$ cat src/rtl/ray_sched.sv
// Ray launch scheduler: walks the per-frame ray grid, launches one march per
// MARCH_CLKS clocks while active, and turns tester results into 8-bit shades.
module ray_sched #(
    parameter int unsigned MARCH_CLKS = 8
) (
    input  logic               clk,
    input  logic               rst,
    input  logic               frame_start,
    input  logic               line_start,
    input  logic               active,
    input  logic signed [15:0] cx,
    input  logic signed [15:0] cy,
    input  logic signed [15:0] cz,
    input  logic signed [15:0] bx,
    input  logic signed [15:0] by,
    input  logic signed [15:0] bz,
    input  logic signed [15:0] ux,
    input  logic signed [15:0] uy,
    input  logic signed [15:0] uz,
    input  logic signed [15:0] vx,
    input  logic signed [15:0] vy,
    input  logic signed [15:0] vz,
    output logic               march_start,
    output logic signed [15:0] px,
    output logic signed [15:0] py,
    output logic signed [15:0] pz,
    output logic signed [15:0] rx,
    output logic signed [15:0] ry,
    output logic signed [15:0] rz,
    input  logic               hit_in,
    input  logic signed [15:0] light_in,
    output logic [7:0]         shade,
    output logic               shade_valid
);

    localparam logic [3:0] LAST_PHASE = 4'(MARCH_CLKS - 1);

    typedef enum logic {
        S_IDLE,
        S_MARCH
    } state_t;

    state_t             r_state;
    logic [3:0]         r_phase;
    logic               r_armed;
    logic signed [15:0] r_ux, r_uy, r_uz;
    logic signed [15:0] r_vx, r_vy, r_vz;
    logic signed [15:0] r_row_x, r_row_y, r_row_z;
    logic signed [15:0] r_ray_x, r_ray_y, r_ray_z;
    logic [7:0]         w_shade;

    // Clamp the tester's signed light value into the 0..255 pixel range.
    always_comb begin
        w_shade = 8'd0;
        if (hit_in) begin
            if (light_in < 16'sd0)
                w_shade = 8'd0;
            else if (light_in > 16'sd255)
                w_shade = 8'd255;
            else
                w_shade = light_in[7:0];
        end
    end

    // Phase counts 0..MARCH_CLKS-1 starting in the launch cycle, so the
    // capture/relaunch edge falls exactly MARCH_CLKS clocks after a launch.
    always_ff @(posedge clk or posedge rst) begin
        if (rst) begin
            r_state     <= S_IDLE;
            r_phase     <= 4'd0;
            r_armed     <= 1'b0;
            r_ux        <= 16'sd0;
            r_uy        <= 16'sd0;
            r_uz        <= 16'sd0;
            r_vx        <= 16'sd0;
            r_vy        <= 16'sd0;
            r_vz        <= 16'sd0;
            r_row_x     <= 16'sd0;
            r_row_y     <= 16'sd0;
            r_row_z     <= 16'sd0;
            r_ray_x     <= 16'sd0;
            r_ray_y     <= 16'sd0;
            r_ray_z     <= 16'sd0;
            px          <= 16'sd0;
            py          <= 16'sd0;
            pz          <= 16'sd0;
            rx          <= 16'sd0;
            ry          <= 16'sd0;
            rz          <= 16'sd0;
            march_start <= 1'b0;
            shade       <= 8'd0;
            shade_valid <= 1'b0;
        end else begin
            march_start <= 1'b0;
            shade_valid <= 1'b0;
            if (frame_start) begin
                px      <= cx;
                py      <= cy;
                pz      <= cz;
                r_ux    <= ux;
                r_uy    <= uy;
                r_uz    <= uz;
                r_vx    <= vx;
                r_vy    <= vy;
                r_vz    <= vz;
                r_row_x <= bx;
                r_row_y <= by;
                r_row_z <= bz;
                r_ray_x <= bx;
                r_ray_y <= by;
                r_ray_z <= bz;
                r_state <= S_IDLE;
                r_phase <= 4'd0;
                r_armed <= 1'b1;
            end else if (line_start) begin
                r_ray_x <= r_row_x;
                r_ray_y <= r_row_y;
                r_ray_z <= r_row_z;
                r_row_x <= r_row_x + r_vx;
                r_row_y <= r_row_y + r_vy;
                r_row_z <= r_row_z + r_vz;
                r_state <= S_IDLE;
                r_phase <= 4'd0;
                r_armed <= 1'b1;
            end else begin
                case (r_state)
                    S_IDLE: begin
                        r_phase <= 4'd0;
                        if (r_armed && active) begin
                            march_start <= 1'b1;
                            rx          <= r_ray_x;
                            ry          <= r_ray_y;
                            rz          <= r_ray_z;
                            r_ray_x     <= r_ray_x + r_ux;
                            r_ray_y     <= r_ray_y + r_uy;
                            r_ray_z     <= r_ray_z + r_uz;
                            r_state     <= S_MARCH;
                        end
                    end
                    S_MARCH: begin
                        if (r_phase == LAST_PHASE) begin
                            shade_valid <= 1'b1;
                            shade       <= w_shade;
                            r_phase     <= 4'd0;
                            if (active) begin
                                march_start <= 1'b1;
                                rx          <= r_ray_x;
                                ry          <= r_ray_y;
                                rz          <= r_ray_z;
                                r_ray_x     <= r_ray_x + r_ux;
                                r_ray_y     <= r_ray_y + r_uy;
                                r_ray_z     <= r_ray_z + r_uz;
                            end else begin
                                r_state <= S_IDLE;
                            end
                        end else begin
                            r_phase <= r_phase + 4'd1;
                        end
                    end
                    default: begin
                        r_state <= S_IDLE;
                        r_phase <= 4'd0;
                    end
                endcase
            end
        end
    end

endmodule
$ cat config.mk
export PLATFORM = sky130hd
export DESIGN_NAME = ray_sched
export DESIGN_NICKNAME = d
export VERILOG_FILES = /design/src/rtl/ray_sched.sv
export SDC_FILE = /design/constraint.sdc
export NUM_CORES = 1
export LEC_CHECK = 0
export ABC_CLOCK_PERIOD_IN_PS = 12600
export CAP_MARGIN = 25
export CORE_UTILIZATION = 53
export DETAILED_ROUTE_END_ITERATION = 10
export PLACE_DENSITY = 0.82
export RECOVER_POWER = 25
export SETUP_SLACK_MARGIN = 0.2
export SLEW_MARGIN = 10
export SYNTH_ARGS = -nofsm -noshare
export SYNTH_HDL_FRONTEND = slang
export SYNTH_SLANG_ARGS = --single-unit
$ cat constraint.sdc
create_clock -name clk -period 12.6 [get_ports clk]
set_input_delay 2.52 -clock clk [delete_from_list [all_inputs] [get_ports clk]]
set_output_delay 2.52 -clock clk [all_outputs]
set_load 0.03 [all_outputs]
==> run metrics, run 1 <==
outcome=finished with violations; failing checks=capacitance limit, slew limit; DR DRC count=0; Site Rows=63; worst vdd ir=102 uV; Syn Area/Cell=slightly above 10 um2; Yosys top cell by area=dfrtp_1; Port Buf Inserts=319; final setup TNS=0 ns; Post-synth EDFFs=0; Cells after DPL=2236; Final Setup Violations=0; final net count=2195; FF+latch area=7610 um2; Pre-antenna DRT Iters=5; top cells by area in the synthesized netlist=dfrtp_1 (47%), mux2_2 (10%), ha_1 (7.1%); I/O pin count=320; first-pass GRT wire length=69500 um; Worst-path clk slew=0.05 ns; WP buf/inv=2; Synth Flop Type=dfrtp_1; multi-input logic area=approximately 8000 um2; CP Depth=2; CTS Sinks=304; RSZ-0062 raised after global routing=no; Top delay family on crit path=buffers and inverters; final hold vios=0; CP max-delay cell=clkinvlp_2; worst endpoint data arrival time=6.34 ns; hold depth=2; per-cell routed wire length=19.1 um; post_cts resized=0; Detailed Place HPWL=31900 um; WS Path Type=input pin to async pin; Min-Delay Path Class=register to register; Cell Pwr Density=162 nW/um2; Worst slew margin=-284%; Overall Power=0.00336 W; flops & latches, synth=a little over 300; CTS tree=yes; critical path required time=~12 ns; Die X=176 um; Post-Syn Instances=between 1.5k and 2k; root buffer cell=clkbuf_16; TritonCTS Buffers=35; Static Leak=slightly above 9 nW; reg2reg path depth=10; Post-Syn Nets=approximately 1.9k; routability congestion estimate=slightly above 0.9; gr usage total=~28%; Worst path max stage delay=between 3 and 4 ns; Post-DRT Antenna Nets=0; final worst path period need=6.77 ns; initial antenna violation count=1; antenna diode count=0; fin. max-slew vios=131; critical path startpoint category=input pin; Syn-to-layout area delta=28.7%; worst slew pin tran=5.73 ns; register area share after synthesis=47.1%; vias in the first global route=~13k; area share of the largest cell type after synthesis=47.1%; worst path cell trace=dlygate4sd3_1, clkinvlp_2; fillers=2255; drt total wl=between 40000 and 50000 um; Setup Buffers After CTS=0; 1st-iter DRT viols=1236; largest net degree at the start of global routing=~180; fin crit share=53.7%; Vias/cell=roughly 5.8; die area=~31000 um2; total gr overflow=0; MaxCap Viol Count=1; Ys Warns=0; share of cells above drive strength 1=12.1%; Peak Freq=0.148 GHz; DR vias=13.4k; critical path endpoint category=async pin; Clock Skew=between 0.008 and 0.009 ns; Skew-Pair Late Insertion Delay=about 0.51 ns; hold buffers post-CTS=0; H-tree Lvls=2; async set or reset register ratio after synthesis=100%; Core ar.=29800 um2; post-route insts no fill=roughly 2.3k; Netlist cell types=64; critical path fanouts, max=130; area of the mapped netlist=16100 um2; Die Ht=~180 um; clock buffer depth=3; Initial Utilization=a little over half
==> cell usage after synthesis (3+ instances only) <==
master,n
dfrtp_1,304
nand2_1,252
mux2_2,145
a21oi_1,136
nor2_1,95
ha_1,91
o21ai_0,76
clkbuf_1,65
xnor2_1,53
nor3_1,31
o22ai_1,28
o21ai_1,25
xor2_1,24
a21o_1,20
inv_1,20
a211oi_1,18
o21bai_1,18
mux2i_1,17
nand3_1,15
o21a_1,15
a31oi_1,12
o211ai_1,11
nand2b_1,10
and2_1,9
and3_1,8
o31ai_1,7
buf_1,6
fa_1,6
or3_1,6
nor4_1,5
a311o_1,4
nand4_1,4
nor2b_1,4
a211o_1,3
a211oi_2,3
a21oi_2,3
==> stage by stage <==
| step | area, um2 | hold WS [ns] | setup WS [ns] | util (%) |
|---|---|---|---|---|
| final | 20800 | 0.479 | 5.83 | 69.7 |
| after global routing | 20800 | 0.495 | 4.81 | 69.7 |
| after CTS | 20800 | 0.477 | 7.79 | 69.7 |
| after detailed placement | 19600 | 0.463 | 7.27 | 65.9 |
| after global placement | 19600 | 0.453 | 7.32 | 65.9 |
| after floorplan | 16100 | 0.441 | 1.68 | - |
==> cells by family after synthesis <==
kind of cell / after synthesis / share of synthesized area (%)
muxes: 162 / 11.2
AOI/OAI and AO/OA: 410 / 15.9
adders and majority gates: 97 / 7.80
buffers and inverters: 94 / 2.19
xor gates and xnor gates: 77 / 4.18
DFF: 304 / 47.1
and+or+nand+nor: 446 / 11.6
==> report_power, final <==
group,internal (W),switching (W),leakage [nW]
registers,0.00111,0.000128,3.63
clock network,0.000609,0.000392,0.564
logic,0.000510,0.000606,4.86
total,0.00223,0.00113,9.05
==> layer usage <==
layer,global-route usage [%],routed length [um]
met5,0,13
met4,8.55,1150
met3,5.28,4020
met2,41.5,19100
met1,41.7,19600
==> worst min-delay path, cell delays in order (launching register included) <==
cell and delay, ns:
dfrtp_1 0.34, nand2_1 0.05, nand2_1 0.05
==> final timing paths <==
kind                                         from                      end  slack, ns
max                                           rst   r_ray_y[8]$_DFFE_PP0P_       5.83
min                             rx[3]$_DFFE_PP0P_        rx[3]$_DFFE_PP0P_       0.48
max reg2reg                r_ray_z[0]$_DFFE_PP0P_  r_ray_z[12]$_DFFE_PP0P_       9.55
min reg2reg                     rx[3]$_DFFE_PP0P_        rx[3]$_DFFE_PP0P_       0.48
max in group clk                      frame_start  r_ray_x[15]$_DFFE_PP0P_       7.89
min in group asynchronous                     rst       py[13]$_DFFE_PP0P_       4.23
==> layout by cell type (no fill, tap or decap), types with 4 or more instances in the layout <==
cell / synthesis / final
a211oi_1: 18 / 18
a21o_1: 20 / 20
a21oi_1: 136 / 136
a311o_1: 4 / 4
a31oi_1: 12 / 12
and2_1: 9 / 9
and3_1: 8 / 8
buf_4: 0 / 9
clkbuf_1: 65 / 5
clkbuf_16: 0 / 37
clkbuf_8: 0 / 11
clkdlybuf4s50_1: 0 / 316
clkinv_2: 0 / 4
dfrtp_1: 304 / 304
fa_1: 6 / 6
ha_1: 91 / 91
inv_1: 20 / 19
mux2_2: 145 / 144
mux2i_1: 17 / 17
nand2_1: 252 / 251
nand2b_1: 10 / 10
nand3_1: 15 / 15
nand4_1: 4 / 4
nor2_1: 95 / 95
nor2b_1: 4 / 4
nor3_1: 31 / 31
nor4_1: 5 / 5
o211ai_1: 11 / 11
o21a_1: 15 / 15
o21ai_0: 76 / 76
o21ai_1: 25 / 25
o21bai_1: 18 / 18
o22ai_1: 28 / 28
o31ai_1: 7 / 7
or3_1: 6 / 6
xnor2_1: 53 / 53
xor2_1: 24 / 24
==> cell type report <==
cell class	count	share of cell area, %
multi-input combinational	1192	39.4
sequential	304	36.6
clock buffer	52	5.21
timing repair buffer	329	15.8
tap	390	2.35
clock inverter	5	0.241
inverter	22	0.404
No activity file was read; power rests on OpenSTA's default activity.
==> run 2, diff against run 1 <==
--- a/config.mk
+++ b/config.mk
@@ -5,7 +5,7 @@
 export SDC_FILE = /design/constraint.sdc
 export NUM_CORES = 1
 export LEC_CHECK = 0
-export ABC_CLOCK_PERIOD_IN_PS = 12600
+export ABC_CLOCK_PERIOD_IN_PS = 6800
 export CAP_MARGIN = 25
 export CORE_UTILIZATION = 53
 export DETAILED_ROUTE_END_ITERATION = 10
==> constraint.sdc (replaced) <==
create_clock -name clk -period 6.8 [get_ports clk]
set_input_delay 1.36 -clock clk [delete_from_list [all_inputs] [get_ports clk]]
set_output_delay 1.36 -clock clk [all_outputs]
set_load 0.03 [all_outputs]
==> run 2 against run 1 <==
The flow still finishes with violations (capacitance limit, slew limit). Flip-flop and latch count unchanged. Core utilization increased by 0.31 points. Critical path depth increased by 5. Setup slack got worse by 2.9 ns. Via count increased by 0.58%. Register-to-register slack got worse by 6.2 ns. Power increased by 87%. Final cell count increased by 0.31%. Die area unchanged. Hold slack got worse by 0.0066 ns.
==> run metrics, run 2 (synthesis results as in run 1) <==
outcome=finished with violations (unchanged); failing checks=capacitance limit, slew limit (unchanged); Die Ht=176 um (unchanged); final hold vios=0 (unchanged); hold buffers post-CTS=0 (unchanged); Pre-antenna DRT Iters=6 (was 5); Hold Startpoint=rz[13]$_DFFE_PP0P_ (was rx[3]$_DFFE_PP0P_); drt total wl=44000 um (was 43900 um); critical path startpoint category=input pin (unchanged); routability congestion estimate=0.944 (was 0.934); most used cell, CP=nor2_1; Core ar.=29800 um2 (unchanged); Cell Pwr Density=302 nW/um2 (was 162 nW/um2); Worst slew margin=-3.30% (was -284%); largest net degree at the start of global routing=189 (was 176); Vias/cell=5.85 (was 5.83); critical path fanouts, max=110 (was 130); Worst Hold End=rz[13]$_DFFE_PP0P_ (was rx[3]$_DFFE_PP0P_); CTS tree=yes (unchanged); die area=31100 um2 (unchanged); Skew-Pair Late Insertion Delay=0.51 ns (about the same); H-tree Lvls=2 (unchanged); Final Setup Violations=0 (unchanged); Port Buf Inserts=319 (unchanged); first-pass GRT wire length=70300 um (was 69500 um); critical path required time=7.18 ns (was 12.18 ns); initial antenna violation count=1 (unchanged); 1st-iter DRT viols=1083 (was 1236); Syn-to-layout area delta=29.3% (was 28.7%); antenna diode count=0 (unchanged); Setup Buffers After CTS=0 (unchanged); TritonCTS Buffers=34 (was 35); slack of the critical path=2.93 ns (was 5.83 ns); I/O pin count=320 (unchanged); clock buffer depth=3 (unchanged); Place WS=2.38 ns (was 7.27 ns); Static Leak=9.08 nW (was 9.05 nW); final setup TNS=0 ns (unchanged); Die X=176 um (unchanged); CP max-delay cell=clkinv_1 (was clkinvlp_2); worst path cell trace=clkbuf_8, clkinv_1, buf_4, nand2_1, nor2_1, a2111oi_0, nor2_1 (was dlygate4sd3_1, clkinvlp_2); critical path endpoint category=register (was async pin); fin crit share=56.8%; worst vdd ir=184 uV (was 102 uV); worst endpoint data arrival time=4.25 ns (was 6.34 ns); most frequent cells in the layout=clkdlybuf4s50_1 (316), dfrtp_1 (304), nand2_1 (251) (unchanged); root buffer cell=clkbuf_16 (unchanged); final net count=2197 (was 2195); reg2reg path depth=7 (was 10); vias in the first global route=13.3k (was 13.1k); DR vias=13.5k (was 13.4k); Site Rows=63 (unchanged); total gr overflow=0 (unchanged); CTS Sinks=304 (unchanged); WS Path Type=input pin to register (was input pin to async pin); Worst path max stage delay=0.81 ns (was 3.16 ns); fin. max-slew vios=29 (was 131); Overall Power=0.00630 W (was 0.00336 W); Worst-path clk slew=0.06 ns (was 0.05 ns); Peak Freq=between 0.2 and 0.3 GHz; worst slew pin tran=1.55 ns (was 5.73 ns); final worst path period need=3.87 ns; Post-DRT Antenna Nets=0 (unchanged); RR Endpoint=r_ray_z[10]$_DFFE_PP0P_ (was r_ray_z[12]$_DFFE_PP0P_); Min-Delay Path Class=register to register (unchanged); post_cts resized=0 (unchanged); Detailed Place HPWL=31800 um (was 31900 um); per-cell routed wire length=19.1 um (about the same); commonest non-fill, non-tap cell in the layout=clkdlybuf4s50_1 (unchanged); DR DRC count=0 (unchanged); Initial Utilization=54.2% (unchanged); share of cells above drive strength 1=12.5% (was 12.1%); gr usage total=28.5% (was 28.1%); Clock Skew=0.00726 ns (was 0.00870 ns); reg2reg start=r_phase[0]$_DFF_PP0_ (was r_ray_z[0]$_DFFE_PP0P_); FF-to-FF setup slack=3.34 ns (was 9.55 ns); RSZ-0062 raised after global routing=no (unchanged); hold depth=2 (unchanged); MaxCap Viol Count=1 (unchanged)
## run 2: final cells by class
type	count	area (um2)
clock inverters	16	193
inverters	22	83.8
clock buffers	45	996
well taps	390	488
fillers	2189	8940
flip-flops and latches	304	7610
repair buffers	332	3310
multi-input cells	1192	8180
## run 2: worst max-delay path by stage
stage	slack (ns)	start	to
global placement	2.49	frame_start	r_ray_z[10]$_DFFE_PP0P_
global route	2.62	frame_start	r_ray_z[10]$_DFFE_PP0P_
CTS	2.88	frame_start	r_ray_y[12]$_DFFE_PP0P_
detailed placement	2.38	frame_start	r_ray_z[10]$_DFFE_PP0P_
finish	2.93	frame_start	r_ray_z[10]$_DFFE_PP0P_
floorplan	1.40	rst	march_start$_DFF_PP0_
## run 2: worst max-delay path, delay by kind of cell
family                 cells  cell delay [ns]
AOI/OAI and AO/OA          1             0.48
buffers and inverters      3             1.95
and+or+nand+nor            3             0.43
## run 2: power breakdown
part / internal [W] / total, W / switching, W
Clock: 0.00119 / 0.00194 / 0.000750
Combinational: 0.000947 / 0.00207 / 0.00112
Sequential: 0.00206 / 0.00229 / 0.000230
## run 2: routing by layer
| metal | wire length, um | up-vias | track usage, % |
|---|---|---|---|
| li1 | - | 6280 | - |
| met1 | 19000 | 6370 | 41.0 |
| met2 | 19100 | 712 | 42.1 |
| met3 | 4650 | 89 | 6.68 |
| met4 | 1350 | 0 | 9.73 |
| met5 | 0 | - | 0 |
## run 2: per-stage QoR
stage	hold slack (ns)	utilization [%]	cells	instance area (um2)
global route	0.501	70.0	2301	20900
detailed placement	0.462	65.9	2238	19600
floorplan	0.441	-	1590	16100
finish	0.472	70.0	2301	20900
global placement	0.452	65.9	2238	19600
CTS	0.477	69.9	2299	20800
==> run 3, diff against run 2 <==
--- a/config.mk
+++ b/config.mk
@@ -5,7 +5,7 @@
 export SDC_FILE = /design/constraint.sdc
 export NUM_CORES = 1
 export LEC_CHECK = 0
-export ABC_CLOCK_PERIOD_IN_PS = 6800
+export ABC_CLOCK_PERIOD_IN_PS = 3900
 export CAP_MARGIN = 25
 export CORE_UTILIZATION = 53
 export DETAILED_ROUTE_END_ITERATION = 10
==> constraint.sdc (replaced) <==
create_clock -name clk -period 3.9 [get_ports clk]
set_input_delay 0.78 -clock clk [delete_from_list [all_inputs] [get_ports clk]]
set_output_delay 0.78 -clock clk [all_outputs]
set_load 0.03 [all_outputs]
==> run 3 against run 2 <==
The run still ends with capacitance limit, slew limit left. Global-route usage increased by 0.31 points. Power up 73%. Clock skew is 0.014 ns higher. Via count is 0.98% higher. Combinational power up 75%. Final cell count grew 0.56%. Sequential power rose by 74%. Setup slack worse by 2.1 ns. Die area unchanged. Core utilization down 0.050 points. First-iteration DRC count grew 11%. Hold slack got worse by 0.0011 ns. Critical path type unchanged. Largest cell class unchanged. Largest power group unchanged. Highest routed layer unchanged.
==> run metrics, run 3 (synthesis results as in run 1) <==
outcome=finished with violations (unchanged); failing checks=capacitance limit, slew limit (unchanged); MaxCap Viol Count=1 (unchanged); FF+latch area=7610 um2 (unchanged); I/O pin count=320 (unchanged); worst slew pin tran=1.61 ns (was 1.55 ns); gr usage total=28.8% (was 28.5%); worst path cell trace=clkbuf_8, clkinv_1, clkbuf_1, nand2_1, nor2_1, buf_4, a21oi_1, a2bb2oi_1 (was clkbuf_8, clkinv_1, buf_4, nand2_1, nor2_1, a2111oi_0, nor2_1); worst endpoint data arrival time=3.48 ns (was 4.25 ns); commonest non-fill, non-tap cell in the layout=clkdlybuf4s50_1 (unchanged); DR vias=13.6k (was 13.5k); per-cell routed wire length=19.3 um (was 19.1 um); critical path required time=4.29 ns (was 7.18 ns); Overall Power=0.0109 W (was 0.00630 W); post_cts resized=0 (unchanged); final hold vios=0 (unchanged); Site Rows=63 (unchanged); FF-to-FF setup slack=0.88 ns (was 3.34 ns); vias in the first global route=13.5k (was 13.3k); post-route cell area=20800 um2 (was 20900 um2); fin. max-slew vios=115 (was 29); 1st-iter DRT viols=1205 (was 1083); Final Setup Violations=0 (unchanged); share of cells above drive strength 1=12.3% (was 12.5%); worst vdd ir=340 uV (was 184 uV); clock buffer depth=3 (unchanged); Core Util, Final=70.0% (about the same); GRT Max-Usage Layer=met2 (unchanged); first-pass GRT wire length=71000 um (was 70300 um); met2 usage=43.1% (was 42.1%); initial antenna violation count=8 (was 1); Port Buf Inserts=319 (unchanged); Die X=176 um (unchanged); Vias/cell=5.87 (was 5.85); most frequent cells in the layout=clkdlybuf4s50_1 (316), dfrtp_1 (304), nand2_1 (251) (unchanged); CTS Sinks=304 (unchanged); Hold WS=0.471 ns (was 0.472 ns); TritonCTS Buffers=34 (unchanged); critical path startpoint category=input pin (unchanged); hold buffers post-CTS=0 (unchanged); Worst-path clk slew=0.07 ns (was 0.06 ns); WP buf/inv=4 (was 3); drt total wl=44600 um (was 44000 um); routability congestion estimate=0.949 (was 0.944); Top delay family on crit path=buffers and inverters (unchanged); Static Leak=9.06 nW (was 9.08 nW); Worst slew margin=-7.23% (was -3.30%); critical path fanouts, max=46 (was 110); multi-input logic area=8180 um2 (unchanged); Setup Buffers After CTS=0 (unchanged); RSZ-0062 raised after global routing=no (unchanged); GRT met3 Usage=6.24% (was 6.68%); Syn-to-layout area delta=29.2% (was 29.3%); Detailed Place HPWL=32400 um (was 31800 um); Die Ht=176 um (unchanged); global routing met1 resource utilization=40.8% (was 41.0%); Clock Skew=0.0208 ns (was 0.00726 ns); fillers=2189 (unchanged); Worst path max stage delay=1.00 ns (was 0.81 ns); CTS tree=yes (unchanged); fin crit share=79.2%; cell area after placement=19700 um2 (was 19600 um2); die area=31100 um2 (unchanged); final worst path period need=~3.1 ns; Peak Freq=between 0.3 and 0.4 GHz; Pre-antenna DRT Iters=6 (unchanged); final net count=2202 (was 2197); Post-DRT Antenna Nets=0 (unchanged); Initial Utilization=54.2% (unchanged); Min-Delay Path Class=register to register (unchanged); WS Path Type=input pin to register (unchanged); largest net degree at the start of global routing=160 (was 189); root buffer cell=clkbuf_16 (unchanged); Cell Pwr Density=522 nW/um2 (was 302 nW/um2); Skew-Pair Late Insertion Delay=0.51 ns (about the same); final setup TNS=0 ns (unchanged); CP max-delay cell=clkbuf_1 (was clkinv_1); DR DRC count=0 (unchanged); Core ar.=29800 um2 (unchanged); critical path endpoint category=register (unchanged); H-tree Lvls=2 (unchanged); total gr overflow=0 (unchanged)
==> run 3: changes by cell type in the layout (fill, tap and decap cells not counted), moves of 2 or more <==
cell	delta
diode_2	+8
clkbuf_1	+7
clkinv_2	-6
buf_4	+5
clkbuf_16	-2
clkbuf_4	+2
==> run 3: cell type report <==
type	instances	area share (%)
multi-input combinational	1192	39.2
sequential	304	36.5
timing repair buffer	337	16.0
clock buffer	50	4.62
tap	390	2.34
clock inverter	11	0.816
inverter	22	0.402
antenna	8	0.0960
==> run 3: report_power, final <==
group	internal [W]	total [W]	switching [W]	leakage, nW
clock	0.00198	0.00328	0.00129	0.541
combinational	0.00165	0.00362	0.00196	4.89
sequential	0.00360	0.00399	0.000399	3.63
==> run 3: worst reg2reg max path, delay by kind of cell (launching register included) <==
family,cells,cell delay (ns)
flip-flops,1,0.42
adder cells (fa/ha/maj),2,0.67
AND/OR/NAND/NOR,2,0.22
AO/OA/AOI/OAI,6,1.59
==> run 3: final timing paths <==
path	cells past startpoint	end	startpoint
setup / recovery	8	r_ray_x[15]$_DFFE_PP0P_	frame_start
hold / removal	2	ry[10]$_DFFE_PP0P_	ry[10]$_DFFE_PP0P_
setup reg to reg	10	r_ray_y[12]$_DFFE_PP0P_	r_ray_y[0]$_DFFE_PP0P_
hold reg to reg	2	ry[10]$_DFFE_PP0P_	ry[10]$_DFFE_PP0P_
max in group asynchronous	3	pz[10]$_DFFE_PP0P_	rst
min in group asynchronous	2	ry[1]$_DFFE_PP0P_	rst
==> run 3: metrics by stage <==
step | setup slack [ns] | std cells
3_5_place_dp | 0.940 | 2245
5_1_grt | 0.561 | 2314
3_3_place_gp | 0.985 | 2245
4_1_cts | 0.932 | 2306
6_report | 0.810 | 2314
2_1_floorplan | -0.923 | 1590
==> run 3: layer usage <==
metal  share of wire (%)  vias up
met5                   0        -
met4                 3.3        0
met3                 9.7       92
met2                  44      671
met1                  43     6537
li1                    -     6283
